File: src/rtl/dawncarol_key_pkg.sv
// Shared definitions for the dawncarol_key push-button path: event code layout and default timing.
// The optional auto-repeat feature is enabled with DAWNCAROL_KEY_REPEAT_EN.
package dawncarol_key_pkg;

    localparam int EVT_PRESS_BIT  = 7;
    localparam int EVT_REPEAT_BIT = 6;
    localparam int EVT_IDX_LSB    = 0;
    localparam int EVT_IDX_W      = 4;

    typedef struct packed {
        logic                 press;
        logic                 rpt;
        logic [1:0]           rsvd;
        logic [EVT_IDX_W-1:0] idx;
    } evt_code_t;

    localparam logic [31:0] DEF_DEBOUNCE_CNT     = 32'd999_999;
    localparam logic [31:0] DEF_REPEAT_DELAY_CNT = 32'd24_999_999;
    localparam logic [31:0] DEF_REPEAT_RATE_CNT  = 32'd4_999_999;

    function automatic evt_code_t make_evt(input logic press, input logic rpt,
                                           input logic [EVT_IDX_W-1:0] idx);
        evt_code_t c;
        c.press = press;
        c.rpt   = rpt;
        c.rsvd  = 2'b00;
        c.idx   = idx;
        return c;
    endfunction

endpackage

File: src/rtl/dawncarol_key_debounce.sv
// One key: 2-flop synchroniser, polarity normalisation, debounce counter, level and pulses.
// With DAWNCAROL_KEY_REPEAT_EN defined, also a hold-time auto-repeat counter.
module dawncarol_key_debounce
    import dawncarol_key_pkg::*;
#(
    parameter logic [31:0] DEBOUNCE_CNT     = DEF_DEBOUNCE_CNT,
    parameter logic        KEY_ACTIVE_LOW   = 1'b1,
    parameter logic [31:0] REPEAT_DELAY_CNT = DEF_REPEAT_DELAY_CNT,
    parameter logic [31:0] REPEAT_RATE_CNT  = DEF_REPEAT_RATE_CNT
) (
    input  logic clk,
    input  logic reset,
    input  logic key_raw,
    output logic key_state,
    output logic key_press,
    output logic key_release,
    output logic key_repeat
);

    logic        sync1_q, sync1_d;
    logic        sync2_q, sync2_d;
    logic        state_q, state_d;
    logic        press_q, press_d;
    logic        release_q, release_d;
    logic [31:0] cnt_q, cnt_d;
    logic        key_sync;

    always_comb begin
        sync1_d   = key_raw;
        sync2_d   = sync1_q;
        key_sync  = KEY_ACTIVE_LOW ? ~sync2_q : sync2_q;
        state_d   = state_q;
        press_d   = 1'b0;
        release_d = 1'b0;
        cnt_d     = 32'd0;
        if (key_sync != state_q) begin
            if (cnt_q == DEBOUNCE_CNT) begin
                state_d   = key_sync;
                press_d   = key_sync;
                release_d = ~key_sync;
            end else begin
                cnt_d = cnt_q + 32'd1;
            end
        end
    end

    always_ff @(posedge clk) begin
        if (reset) begin
            sync1_q   <= KEY_ACTIVE_LOW;
            sync2_q   <= KEY_ACTIVE_LOW;
            state_q   <= 1'b0;
            press_q   <= 1'b0;
            release_q <= 1'b0;
            cnt_q     <= 32'd0;
        end else begin
            sync1_q   <= sync1_d;
            sync2_q   <= sync2_d;
            state_q   <= state_d;
            press_q   <= press_d;
            release_q <= release_d;
            cnt_q     <= cnt_d;
        end
    end

    assign key_state   = state_q;
    assign key_press   = press_q;
    assign key_release = release_q;

`ifdef DAWNCAROL_KEY_REPEAT_EN
    logic [31:0] rpt_cnt_q, rpt_cnt_d;
    logic        rpt_phase_q, rpt_phase_d;
    logic        rpt_q, rpt_d;
    logic [31:0] rpt_term;

    // Phase 0 waits out the initial hold delay, phase 1 paces the repeats.
    always_comb begin
        rpt_cnt_d   = 32'd0;
        rpt_phase_d = 1'b0;
        rpt_d       = 1'b0;
        rpt_term    = rpt_phase_q ? REPEAT_RATE_CNT : REPEAT_DELAY_CNT;
        if (state_q && state_d) begin
            if (rpt_cnt_q == rpt_term) begin
                rpt_d       = 1'b1;
                rpt_phase_d = 1'b1;
            end else begin
                rpt_cnt_d   = rpt_cnt_q + 32'd1;
                rpt_phase_d = rpt_phase_q;
            end
        end
    end

    always_ff @(posedge clk) begin
        if (reset) begin
            rpt_cnt_q   <= 32'd0;
            rpt_phase_q <= 1'b0;
            rpt_q       <= 1'b0;
        end else begin
            rpt_cnt_q   <= rpt_cnt_d;
            rpt_phase_q <= rpt_phase_d;
            rpt_q       <= rpt_d;
        end
    end

    assign key_repeat = rpt_q;
`else
    logic unused_repeat_cfg;
    assign unused_repeat_cfg = ^{REPEAT_DELAY_CNT, REPEAT_RATE_CNT};
    assign key_repeat        = 1'b0;
`endif

endmodule

File: src/rtl/dawncarol_key.sv
// Debounced key bank with a single-entry valid/ready event register and sticky overflow flag.
// Define DAWNCAROL_KEY_REPEAT_EN to add hold-to-repeat events.
module dawncarol_key
    import dawncarol_key_pkg::*;
#(
    parameter int          NUM_KEYS         = 4,
    parameter logic [31:0] DEBOUNCE_CNT     = DEF_DEBOUNCE_CNT,
    parameter logic        KEY_ACTIVE_LOW   = 1'b1,
    parameter logic [31:0] REPEAT_DELAY_CNT = DEF_REPEAT_DELAY_CNT,
    parameter logic [31:0] REPEAT_RATE_CNT  = DEF_REPEAT_RATE_CNT
) (
    input  logic                clk,
    input  logic                reset,
    input  logic [NUM_KEYS-1:0] key_in,
    output logic [NUM_KEYS-1:0] key_state,
    output logic [NUM_KEYS-1:0] key_press,
    output logic [NUM_KEYS-1:0] key_release,
    output logic                evt_valid,
    input  logic                evt_ready,
    output logic [7:0]          evt_code,
    output logic                evt_overflow
);

    logic [NUM_KEYS-1:0] key_rpt;

    for (genvar g = 0; g < NUM_KEYS; g++) begin : g_key
        dawncarol_key_debounce #(
            .DEBOUNCE_CNT     (DEBOUNCE_CNT),
            .KEY_ACTIVE_LOW   (KEY_ACTIVE_LOW),
            .REPEAT_DELAY_CNT (REPEAT_DELAY_CNT),
            .REPEAT_RATE_CNT  (REPEAT_RATE_CNT)
        ) u_debounce (
            .clk         (clk),
            .reset       (reset),
            .key_raw     (key_in[g]),
            .key_state   (key_state[g]),
            .key_press   (key_press[g]),
            .key_release (key_release[g]),
            .key_repeat  (key_rpt[g])
        );
    end

    logic                 evt_valid_q, evt_valid_d;
    evt_code_t            evt_code_q, evt_code_d;
    logic                 evt_overflow_q, evt_overflow_d;
    logic                 cand_found, cand_press, cand_rpt;
    logic [EVT_IDX_W-1:0] cand_idx;
    logic [5:0]           n_cand;
    logic                 can_capture;

    // Downward scans let the lowest index win; edge pulses override repeats.
    always_comb begin
        cand_found = 1'b0;
        cand_press = 1'b0;
        cand_rpt   = 1'b0;
        cand_idx   = '0;
        n_cand     = 6'd0;
        for (int i = 0; i < NUM_KEYS; i++) begin
            n_cand = n_cand + {5'd0, key_press[i] | key_release[i]} + {5'd0, key_rpt[i]};
        end
        for (int i = NUM_KEYS - 1; i >= 0; i--) begin
            if (key_rpt[i]) begin
                cand_found = 1'b1;
                cand_press = 1'b1;
                cand_rpt   = 1'b1;
                cand_idx   = EVT_IDX_W'(i);
            end
        end
        for (int i = NUM_KEYS - 1; i >= 0; i--) begin
            if (key_press[i] || key_release[i]) begin
                cand_found = 1'b1;
                cand_press = key_press[i];
                cand_rpt   = 1'b0;
                cand_idx   = EVT_IDX_W'(i);
            end
        end
    end

    always_comb begin
        can_capture    = !evt_valid_q || evt_ready;
        evt_valid_d    = evt_valid_q && !evt_ready;
        evt_code_d     = evt_code_q;
        evt_overflow_d = evt_overflow_q;
        if (cand_found && can_capture) begin
            evt_valid_d = 1'b1;
`ifdef DAWNCAROL_KEY_REPEAT_EN
            evt_code_d  = make_evt(cand_press, cand_rpt, cand_idx);
`else
            evt_code_d  = make_evt(cand_press, 1'b0, cand_idx);
`endif
        end
        if ((cand_found && !can_capture) || (n_cand > 6'd1)) begin
            evt_overflow_d = 1'b1;
        end
    end

    always_ff @(posedge clk) begin
        if (reset) begin
            evt_valid_q    <= 1'b0;
            evt_code_q     <= '0;
            evt_overflow_q <= 1'b0;
        end else begin
            evt_valid_q    <= evt_valid_d;
            evt_code_q     <= evt_code_d;
            evt_overflow_q <= evt_overflow_d;
        end
    end

    assign evt_valid    = evt_valid_q;
    assign evt_code     = evt_code_q;
    assign evt_overflow = evt_overflow_q;

endmodule
File: config.mk
export PLATFORM = sky130hd
export DESIGN_NAME = dawncarol_key
export DESIGN_NICKNAME = d
export VERILOG_FILES = /design/src/rtl/dawncarol_key_pkg.sv /design/src/rtl/dawncarol_key_debounce.sv /design/src/rtl/dawncarol_key.sv
export SDC_FILE = /design/constraint.sdc
export NUM_CORES = 1
export LEC_CHECK = 0
export CAP_MARGIN = 25
export CORE_ASPECT_RATIO = 1.2
export CORE_UTILIZATION = 56
export DETAILED_ROUTE_END_ITERATION = 10
export PLACE_DENSITY_LB_ADDON = 0.1
export SLEW_MARGIN = 20
export SYNTH_ARGS = -nofsm -noshare
export SYNTH_HDL_FRONTEND = slang
export SYNTH_SLANG_ARGS = --single-unit
File: constraint.sdc
create_clock -name clk -period 1.99 [get_ports clk]
set_input_delay 0.199 -clock clk [delete_from_list [all_inputs] [get_ports clk]]
set_output_delay 0.199 -clock clk [all_outputs]
set_load 0.005 [all_outputs]
==> metrics.csv <==
metric,value,unit
compound-gate portion of the synthesized area,1.54,%
Cells after Synth,781,
PortBufs,23,
"Clk pin slew, worst setup/hold paths",0.06,ns
reg2reg path depth,5,
vias in the first global route,5237,
xor-xnor portion of the synthesized cell area,15.2,%
cell family with most CP delay,simple AND/OR/NAND/NOR gates,
post-synthesis mux area share,0.289,%
crit share post-route,94.5,%
post-DR wirelength/cell,14.1,um
PwrDens,802,mW/mm^2
IO Pins,29,
first-pass GRT wire length,23.5,mm
starting density of the core,57.4,%
Post-DP HPWL,9.65,mm
outcome,"complete, no violations",
NetSw,1290,uW
post-layout power,6420,uW
"Distinct cells, synth",43,
Tot GR Track Use,23.5,%
largest net degree at the start of global routing,33,
Mapped Area,0.00692,sq mm
sequential power share,47.9,%
Layout area overhead,15.7,%
relative max-transition margin,65.1,%
critical path's slowest cell,or4_4,
unrepaired setup endpoints after global routing,false,
TNS Setup,0,ns
actual slew at the worst max-slew pin,0.521,ns
"flops & latches, synth",153,
Core Rows,44,
H-Tree Level Count,4,
RePlAce Congestion,0.828,
post-synthesis area per instance,8.86,sq um
critical path launch point type,flop,
total grt overflow,0,
TritonCTS clock tree,yes,
TritonCTS buffer count,17,
Layout Skew,0.00527,ns
Crit Path Max Fanout,32,
share of post-route cells with drive strength above 1,10.8,%
Adder-Cell Fraction of Synth Area,1.01,%
detailed-route wire length,14.0,mm
WHS,0.339,ns
Max Slew Vio Count,0,
CP max stage delay,0.58,ns
core area,0.0121,sq mm
clk buf depth,2,
total of max-cap violations,0,
simple-gate share of the synthesized area,33.4,%
Pint,5140,uW
final setup fails,0,
Worst Setup End Kind,flop,
dominant synthesized flop cell,dfxtp_1,
Pre-Repair DR Iteration Count,4,
Yosys Warn Count,0,
main combinational cell family by area after synthesis,simple AND/OR/NAND/NOR gates,
Worst Hold Class,input port to flop,
n_diodes,0,
CP Data Arrival Time,2.18,ns
clock root buffer,clkbuf_16,
WP data required,2.29,ns
"Cell Chain, Critical Path","nand4_1, or3_1, or4_4, nand2_8, nor2_1",
Clock Sinks,153,
sequential area share after synthesis,44.3,%
number of flops mapped to enable cells by yosys,0,
Peak Freq,532,MHz
kind of critical path,flop to flop,
Lkg Pwr,0.00275,uW
Sw Ratio,20.0,%
Comb pwr share,1.1,%
DRT iter0 DRCs,184,
Die W,103,um
Nets,830,
clock period minus worst slack,1.88,ns
pre-CTS setup slack,0.0389,ns
Vias/cell,5.49,
hold buffers post-CTS,0,
initial antenna violation count,0,
drc violations,0,
die footprint,0.0128,sq mm
Vias,5449,
Bufs and invs on worst path,0,
ANT nets after route,0,
Critical Path Stages,5,
Final Hold Viols,0,
"Clk Latency, worst-skew pair",0.42,ns
worst hold path cell count,2,
Post-synth ARST share,0,%
die height,124,um
Clock Power Share,51.0,%
Final WS setup,0.110,ns
maximum VDD drop,0.489,mV
## Yosys cell counts, drive strengths merged (16+ instances only)
library cell,n,area (sq um)
and3,21,131
nand3,53,270
nor4,29,248
and4,17,149
dfxtp,153,3060
xnor2,32,280
nand2,47,184
nor2,153,574
or2,16,100
nor3,16,95.1
buf,32,229
xor2,88,771
nand4,55,359
## through the flow
stage | cell area, sq um | utilization (%) | cells
2_1_floorplan | 6930 | - | 785
3_3_place_gp | 7360 | 61.1 | 960
3_5_place_dp | 7360 | 61.1 | 960
4_1_cts | 7970 | 66.1 | 992
5_1_grt | 8010 | 66.4 | 992
6_report | 8010 | 66.4 | 992
## cell families (layout without fill, tap and decap cells)
kind of cell,count (synthesis),in the layout
xor gates and xnor gates,120,120
other,1,5
muxes,2,2
AOI/OAI and AO/OA,18,18
adders and majority gates,5,5
and+or+nand+nor,432,432
buffers and inverters,50,96
DFF,153,153
## cell usage in the layout (no fill, tap or decap), types with 4 or more instances in the layout
cell type	n
nor2_1	153
nand4_1	54
nor3_1	13
nand2_1	46
and3_1	21
xor2_1	88
a21oi_1	10
clkbuf_16	17
and4_1	16
buf_4	25
nor4_4	5
inv_1	13
nor4b_1	11
nor4_1	22
or2_2	16
xnor2_1	32
dfxtp_1	153
ha_1	4
clkdlybuf4s50_1	23
conb_1	5
nand3_1	52
## area by class of cell
class,instances,area [sq um]
clock buffers,21,460
clock inverters,11,145
fillers,1005,4050
inverters,13,48.8
multi-input cells,582,3610
flip-flops and latches,153,3060
well taps,161,201
repair buffers,51,478
## power by group through the flow
stage	Combinational (uW)	Sequential, uW	Clock (uW)
after floorplan	51.7	3150	0
after global placement	66.7	3150	0
after detailed placement	68.7	3150	0
after CTS	68.9	3080	3330
after global routing	77.0	3080	3460
final	69.0	3080	3280
## routing by layer
layer / up-vias / track usage (%) / part of all wire [%]
met5: - / 0 / 0
met4: 0 / 10.5 / 2.1
met3: 23 / 4.88 / 2.5
met2: 73 / 40.4 / 51
met1: 2597 / 28.1 / 45
li1: 2756 / - / -
## what timing repair did
item                       CTS  global route
setup endpoints to repair    0            94
setup buffers                0             0
gates resized for setup      0             6
## sequential cells by signal, indices dropped and copies added (netlist names)
| name | count |
|---|---|
| evt_code | 3 |
| g_key.u_debounce.key_press | 4 |
| evt_valid | 1 |
| g_key.u_debounce.key_release | 4 |
| evt_overflow | 1 |
| g_key.u_debounce.cnt_q | 128 |
| g_key.u_debounce.key_state | 4 |
| g_key.u_debounce.sync1_q | 4 |
| g_key.u_debounce.sync2_q | 4 |
## path summary, 6_finish.rpt
kind	end	start	slack [ns]
setup / recovery	g_key[3].u_debounce.cnt_q[2]	g_key[3].u_debounce.cnt_q[18]	0.11
hold / removal	g_key[0].u_debounce.sync1_q	key_in[0]	0.34
setup reg to reg	g_key[3].u_debounce.cnt_q[2]	g_key[3].u_debounce.cnt_q[18]	0.11
hold reg to reg	g_key[2].u_debounce.sync2_q	g_key[2].u_debounce.sync1_q	0.42
(Power assumes the default switching activity.)
